### src/rtl/sweep_sequencer.sv
// rtl/sweep_sequencer.sv - linear frequency-sweep sequencer for an NCO control word
//
// Steps ctrl_out from cfg_start toward cfg_stop by cfg_step, holding each word
// for cfg_dwell+2 cycles. Modes: 0/3 single sweep, 1 repeating sawtooth, 2 triangle.
//
// Ports:
//   clk, reset_n         clock, synchronous active-low reset
//   start, stop          one-cycle sweep request / abort request
//   pause                (only with SWEEP_SEQ_PAUSE_EN) freezes dwell counting in RUN
//   cfg_start, cfg_stop  sweep endpoint words, latched on start
//   cfg_step, cfg_dwell  step magnitude (0 coerced to 1) and extra hold cycles
//   cfg_mode             sweep mode
//   ctrl_out             registered control word to the NCO
//   busy, done, wrap     sweep running, single-sweep completion pulse, reload/reversal pulse
//
// Optional feature macro: SWEEP_SEQ_PAUSE_EN

module sweep_sequencer #(
    parameter int CTRL_W  = 32,
    parameter int DWELL_W = 24
) (
    input  logic               clk,
    input  logic               reset_n,
    input  logic               start,
    input  logic               stop,
`ifdef SWEEP_SEQ_PAUSE_EN
    input  logic               pause,
`endif
    input  logic [CTRL_W-1:0]  cfg_start,
    input  logic [CTRL_W-1:0]  cfg_stop,
    input  logic [CTRL_W-1:0]  cfg_step,
    input  logic [DWELL_W-1:0] cfg_dwell,
    input  logic [1:0]         cfg_mode,
    output logic [CTRL_W-1:0]  ctrl_out,
    output logic               busy,
    output logic               done,
    output logic               wrap
);

    typedef enum logic [1:0] {
        S_IDLE = 2'd0,
        S_RUN  = 2'd1,
        S_STEP = 2'd2
    } state_t;

    state_t              state;
    logic [CTRL_W-1:0]   sh_start;
    logic [CTRL_W-1:0]   sh_stop;
    logic [CTRL_W-1:0]   sh_step;
    logic [DWELL_W-1:0]  sh_dwell;
    logic [1:0]          sh_mode;
    logic [DWELL_W-1:0]  dwell_cnt;
    logic                dir_up;
    logic                to_stop;   // 1 on the outbound leg, 0 on the triangle return leg
    logic                hold;
    logic [CTRL_W-1:0]   target;

`ifdef SWEEP_SEQ_PAUSE_EN
    assign hold = pause;
`else
    assign hold = 1'b0;
`endif

    assign target = to_stop ? sh_stop : sh_start;

    // One step from cur toward tgt, clamped to tgt. The extra bit keeps the
    // sum/difference from wrapping past either end of the word range.
    function automatic logic [CTRL_W-1:0] step_toward(
        input logic [CTRL_W-1:0] cur,
        input logic [CTRL_W-1:0] tgt,
        input logic [CTRL_W-1:0] stp,
        input logic              up
    );
        logic [CTRL_W:0] sum;
        logic [CTRL_W:0] diff;
        logic [CTRL_W-1:0] res;
        sum  = {1'b0, cur} + {1'b0, stp};
        diff = {1'b0, cur} - {1'b0, stp};
        if (up) begin
            res = (sum > {1'b0, tgt}) ? tgt : sum[CTRL_W-1:0];
        end else begin
            res = (diff[CTRL_W] || (diff[CTRL_W-1:0] < tgt)) ? tgt : diff[CTRL_W-1:0];
        end
        return res;
    endfunction

    always_ff @(posedge clk) begin
        if (!reset_n) begin
            state     <= S_IDLE;
            ctrl_out  <= '0;
            busy      <= 1'b0;
            done      <= 1'b0;
            wrap      <= 1'b0;
            dwell_cnt <= '0;
            dir_up    <= 1'b1;
            to_stop   <= 1'b1;
            sh_start  <= '0;
            sh_stop   <= '0;
            sh_step   <= '0;
            sh_dwell  <= '0;
            sh_mode   <= '0;
        end else begin
            done <= 1'b0;
            wrap <= 1'b0;
            case (state)
                S_IDLE: begin
                    if (start && !stop) begin
                        sh_start  <= cfg_start;
                        sh_stop   <= cfg_stop;
                        sh_step   <= (cfg_step == '0) ? CTRL_W'(1) : cfg_step;
                        sh_dwell  <= cfg_dwell;
                        sh_mode   <= cfg_mode;
                        dir_up    <= (cfg_stop >= cfg_start);
                        to_stop   <= 1'b1;
                        ctrl_out  <= cfg_start;
                        dwell_cnt <= '0;
                        busy      <= 1'b1;
                        state     <= S_RUN;
                    end
                end
                S_RUN: begin
                    if (stop) begin
                        busy      <= 1'b0;
                        dwell_cnt <= '0;
                        state     <= S_IDLE;
                    end else if (!hold) begin
                        if (dwell_cnt == sh_dwell) begin
                            state <= S_STEP;
                        end else begin
                            dwell_cnt <= dwell_cnt + 1'b1;
                        end
                    end
                end
                S_STEP: begin
                    dwell_cnt <= '0;
                    if (stop) begin
                        busy  <= 1'b0;
                        state <= S_IDLE;
                    end else if (ctrl_out != target) begin
                        ctrl_out <= step_toward(ctrl_out, target, sh_step, dir_up);
                        state    <= S_RUN;
                    end else begin
                        case (sh_mode)
                            2'd1: begin
                                ctrl_out <= sh_start;
                                wrap     <= 1'b1;
                                state    <= S_RUN;
                            end
                            2'd2: begin
                                // Reverse and take the first step of the new leg at
                                // once so the endpoint word is not held twice.
                                dir_up   <= ~dir_up;
                                to_stop  <= ~to_stop;
                                ctrl_out <= step_toward(ctrl_out, to_stop ? sh_start : sh_stop,
                                                        sh_step, ~dir_up);
                                wrap     <= 1'b1;
                                state    <= S_RUN;
                            end
                            default: begin
                                busy  <= 1'b0;
                                done  <= 1'b1;
                                state <= S_IDLE;
                            end
                        endcase
                    end
                end
                default: begin
                    busy  <= 1'b0;
                    state <= S_IDLE;
                end
            endcase
        end
    end

endmodule

### config.mk
export PLATFORM = sky130hd
export DESIGN_NAME = sweep_sequencer
export DESIGN_NICKNAME = d
export VERILOG_FILES = /design/src/rtl/sweep_sequencer.sv
export SDC_FILE = /design/constraint.sdc
export NUM_CORES = 1
export LEC_CHECK = 0
export ABC_AREA = 0
export BUFFER_PORTS_ARGS = -buffer_cell sky130_fd_sc_hd__buf_2
export CAP_MARGIN = 10
export CORE_MARGIN = 5
export CORE_UTILIZATION = 60
export CTS_BUF_LIST = sky130_fd_sc_hd__clkbuf_4 sky130_fd_sc_hd__clkbuf_8 sky130_fd_sc_hd__clkbuf_16
export DETAILED_ROUTE_END_ITERATION = 8
export PLACE_DENSITY = 0.79
export SLEW_MARGIN = 20
export SYNTH_ARGS = -nofsm -noshare
export SYNTH_HDL_FRONTEND = slang
export SYNTH_SLANG_ARGS = --single-unit
### constraint.sdc
create_clock -name clk -period 14.9 [get_ports clk]
set_clock_uncertainty 0.1 [all_clocks]
set_input_delay 1.49 -clock clk [delete_from_list [all_inputs] [get_ports clk]]
set_output_delay 1.49 -clock clk [all_outputs]
set_load 0.05 [all_outputs]
==> run summary <==
The worst-case register-to-register setup slack was 7350 ps; the floorplan row count was 64. The top cell type's share of synthesized area was 19.8%; the clock network power share was 21.3%. The first detailed-routing pass took 7 iterations.

In the final layout, the share of cells above drive strength 1 is 11.5%. During placement, the flow inserted port buffers numbering 160. The logs give 20100 um2 for the area of all placed cells without fillers and 55600 um for the detailed-placement wirelength estimate. Power spread over the standard cell area amounts to 124 nW/um2. The buffer cell driving the clock tree root was sky130_fd_sc_hd__clkbuf_16. The share of cell area taken by muxes after synthesis was 6.84%.

Clock tree buffer depth: 2. Buffering stage count on the worst path with inverters included: 2. The startpoint class of the critical path was a register. The synthesized netlist devotes 20.9% of its cell area to simple gates.

Of all cell types, the one taking the most synthesized area is sky130_fd_sc_hd__dfxtp_1. The run gives 19500 um2 as the placed standard-cell area. Width of the die: 187 um. The cell area that synthesis handed to floorplanning was 18700 um2. Setup violations remaining at the end of the flow were counted as 0.

For this design the top-level I/O count stands at 161. VDD sags by at most 107 uV. The worst slew margin relative to its limit came out at 16.1%.

Summed over all cells, the static leakage comes to 8.86 nW. At the pin with the least slew margin, the transition time is 1260 ps. The kind of cell adding the most delay to the critical path is compound AO/OA/AOI/OAI gates.

Of the total power, combinational logic draws 56.3%. The number of setup buffers added after CTS is 0. For this configuration, the core starts out at a cell density of 61.0%. The final layout contains routed wiring with a total length of 73500 um. The number of antenna violations at the first check in global routing was 1; the floorplan die area was 34800 um2. The switching share of power was 49.2%. The repair_antennas step left the layout with diodes totalling 0. After layout, the design draws a total of 2.50 mW. The internal portion of the total power is 1.27 mW. The critical path data required time came out at 15150 ps. TritonCTS built the clock tree. The number of nets in the synthesized netlist is 2844. For the final-report hold violation count, the log shows 0. In the post-synthesis netlist, the biggest area contributors are sky130_fd_sc_hd__dfxtp_1 20%, sky130_fd_sc_hd__ha_1 15%, sky130_fd_sc_hd__nand2_1 7.3%.

After detailed routing, the number of remaining DRC violations is 0. The first routing iteration left 2755 violations. For hold timing, the worst endpoint is sh_dwell[7]. For this run, the top clock speed supported by timing is 132 MHz. The synthesized design contains 185 register bits. The worst reg-to-reg path cell count was 22. Max-cap violations in this run came to 0. Of the total synthesized cell area, the portion taken by XOR and XNOR cells is 5.52%.

Entering global routing, the biggest net connects 76 pins. The sequential share of power was 22.5%. The slowest cell on the critical path is sky130_fd_sc_hd__a21boi_0. The number of gates resized after cts was 0; the async set-or-reset flop fraction in the synthesized netlist was 0%. The run finished with clean final reports. Counting tap cells, the placed design contains a total of 2921 instances. The routability-driven placement congestion ratio was 1.06. The complex-gate fraction of the synthesized area was 25.1%; the total area of multi-input combinational cells was 13800 um2. Clock latency on the worst-skew pair, taken at its later pin, is 480 ps. The switching power of the nets came out at 1.23 mW.

The vertical die dimension is 187 um, and the critical path arrival is 7800 ps. Dividing the synthesized area by the synthesized cell count gives 7.51 um2. Global-route congestion overflow total: 0.

After detailed routing, the number of vias per cell comes to 6.84. In this design, the stage delay of the slowest critical-path cell is 720 ps. The path class of the lowest-slack min-delay path is reg -> reg. The layout-stage area growth over the synthesis result is 7.73%, and the biggest fanout along the worst timing path is 12. The number of synthesized flops with an enable pin is 0.

Fill cells in the final layout number 2750. Dividing the detail-routed wire length by the instance count gives 24.9 um. The clock period minus final worst setup slack works out to 7550 ps.

The main combinational cell family by area after synthesis was compound AO/OA/AOI/OAI gates. Number of pins with negative max-slew slack in the final report: 0. The synthesized netlist devotes 15.3% of its cell area to adder and majority cells.

The count of nets left with antenna violations once routing finished came out at 0. The critical path goes through inv_1, ha_1, inv_1, fa_1, a21o_1, a311oi_1, o2bb2ai_1, o21ai_0, a2111oi_0, or4_1, xnor2_1, ha_1, and4_1, a2111oi_0, o31ai_1, a221o_1, a31o_2, nand3_1, a21boi_0, a221oi_1, a221oi_1, nand2_1. Via count of the first global-routing pass: 18.9k. Number of hold-repair buffers added at the cts stage: 0. The Yosys step of the flow raised 0 warnings. The first global-routing pass estimated 111000 um of wire.

In this run the critical register-to-register path is captured at ctrl_out[28]. In the final design database the tool counted 2897 nets. The netlist uses 93 different library cells. Across every metal layer, demand over resource in global routing totals 39.9%. The library cells used most frequently in the layout, excluding fill and tap cells, are 361 x sky130_fd_sc_hd__nand2_1, 265 x sky130_fd_sc_hd__a21oi_1, 225 x sky130_fd_sc_hd__ha_1, 183 x sky130_fd_sc_hd__dfxtp_1, 160 x sky130_fd_sc_hd__buf_2. The cell count after synthesis came out at 2491. Of the synthesized area, sequential elements account for 19.8%.

Adding up every negative setup slack in the final design gives 0 ps. The via count is 20.2k, and the TritonCTS buffer count is 17. Setup repair after global routing left no endpoint under its margin. The post-route clock period utilization came out at 50.7%. The worst setup path is of the reg -> reg kind.

The filler-free cell count of the finished design was 2953; the clock transition time at the flip-flop clock pins of the worst setup and hold paths was 90 ps. Counting instances, the worst hold path has a depth of 2. The total area inside the core boundary comes to 30700 um2. The run gives 3710 um2 as the area occupied by registers. In the synthesized netlist the dominant register cell turns out to be sky130_fd_sc_hd__dfxtp_1.

Endpoint class of the critical path: a register. The startpoint identified for the worst hold timing path is sh_dwell[7]. The library cell used most frequently in the layout, excluding fill and tap cells, is sky130_fd_sc_hd__nand2_1. The run gives 185 as the sink count of the clock tree. The tools report the launch instance of the worst register-to-register path as ctrl_out[0]. The clock tree synthesis step divided the H-tree into 4 levels.
cells by family after synthesis:
kind of cell / count (synthesis)
AO/OA/AOI/OAI: 727
buffers and inverters: 284
adder cells (fa/ha/maj): 227
flip-flops: 185
XOR/XNOR: 117
AND/OR/NAND/NOR: 831
multiplexers: 120
power by group through the flow:
stage / sequential (mW) / combinational [mW] / clock, mW
3_5_place_dp: 0.571 / 1.33 / 0
5_1_grt: 0.564 / 1.50 / 0.552
6_report: 0.562 / 1.41 / 0.533
4_1_cts: 0.559 / 1.34 / 0.530
2_1_floorplan: 0.580 / 0.936 / 0
3_3_place_gp: 0.569 / 1.31 / 0
per-stage QoR:
step	util, %	hold WS, ps	setup WS [ps]
global placement	63.4	356	7780
CTS	65.6	373	7650
floorplan	-	346	9420
detailed placement	63.5	362	7680
finish	65.7	369	7350
global route	65.7	383	7210
cells in the mapped netlist (all sizes together), types with 10 or more instances:
| cell | number |
|---|---|
| a21oi | 265 |
| nor4 | 46 |
| o21ai | 126 |
| nand4 | 40 |
| nand3 | 54 |
| nand2 | 362 |
| o211ai | 46 |
| a211oi | 29 |
| xor2 | 33 |
| or2 | 11 |
| clkbuf | 83 |
| a31oi | 26 |
| inv | 141 |
| or3 | 18 |
| buf | 60 |
| nand2b | 20 |
| xnor2 | 84 |
| a21boi | 10 |
| and2 | 11 |
| a221oi | 24 |
| and3 | 18 |
| ha | 225 |
| nor3 | 50 |
| mux2i | 100 |
| mux2 | 20 |
| o31ai | 16 |
| a2111oi | 11 |
| nor2b | 28 |
| a21o | 46 |
| o21a | 11 |
| dfxtp | 185 |
| nor2 | 148 |
layer usage:
metal  part of all wire, %  wire length, um  vias to the layer above  global-route usage, %
li1                      -                -                     9146                      -
met1                    40            29200                     9365                   53.7
met2                    42            30500                     1412                   59.4
met3                    13             9910                      259                   12.0
met4                   5.2             3810                        2                   17.4
met5                 0.025               18                        -                      0
final cells by class:
cell class,count,area share (%)
clock buffers,17,2.11
repair buffers,177,4.61
well taps,396,2.46
flip-flops and latches,185,18.4
inverters,141,2.64
multi-input cells,2022,68.6
clock inverters,15,1.15
worst max path at each step:
| stage | from | endpoint | slack, ps | depth (start not counted) |
|---|---|---|---|---|
| finish | ctrl_out[0] | ctrl_out[28] | 7350 | 22 |
| global route | ctrl_out[0] | ctrl_out[28] | 7210 | 22 |
| CTS | ctrl_out[0] | ctrl_out[27] | 7650 | 24 |
| detailed placement | ctrl_out[0] | ctrl_out[27] | 7680 | 24 |
| global placement | ctrl_out[0] | ctrl_out[7] | 7780 | 23 |
| floorplan | ctrl_out[0] | ctrl_out[17] | 9420 | 23 |
worst register-to-register path: cells and delay by family, from the launching register on:
kind / cells / cell delay (ps)
xor+xnor: 1 / 460
compound gates: 12 / 4160
simple gates: 4 / 1220
flops: 1 / 380
buf+inv: 2 / 160
fa+ha+maj: 3 / 940
state kept, by name, indices dropped and copies added (netlist names):
signal,flops
ctrl_out,32
sh_start,32
sh_step,32
sh_stop,32
dwell_cnt,24
sh_dwell,24
sh_mode,2
state,2
busy,1
dir_up,1
done,1
to_stop,1
wrap,1
(Power assumes the default switching activity.)
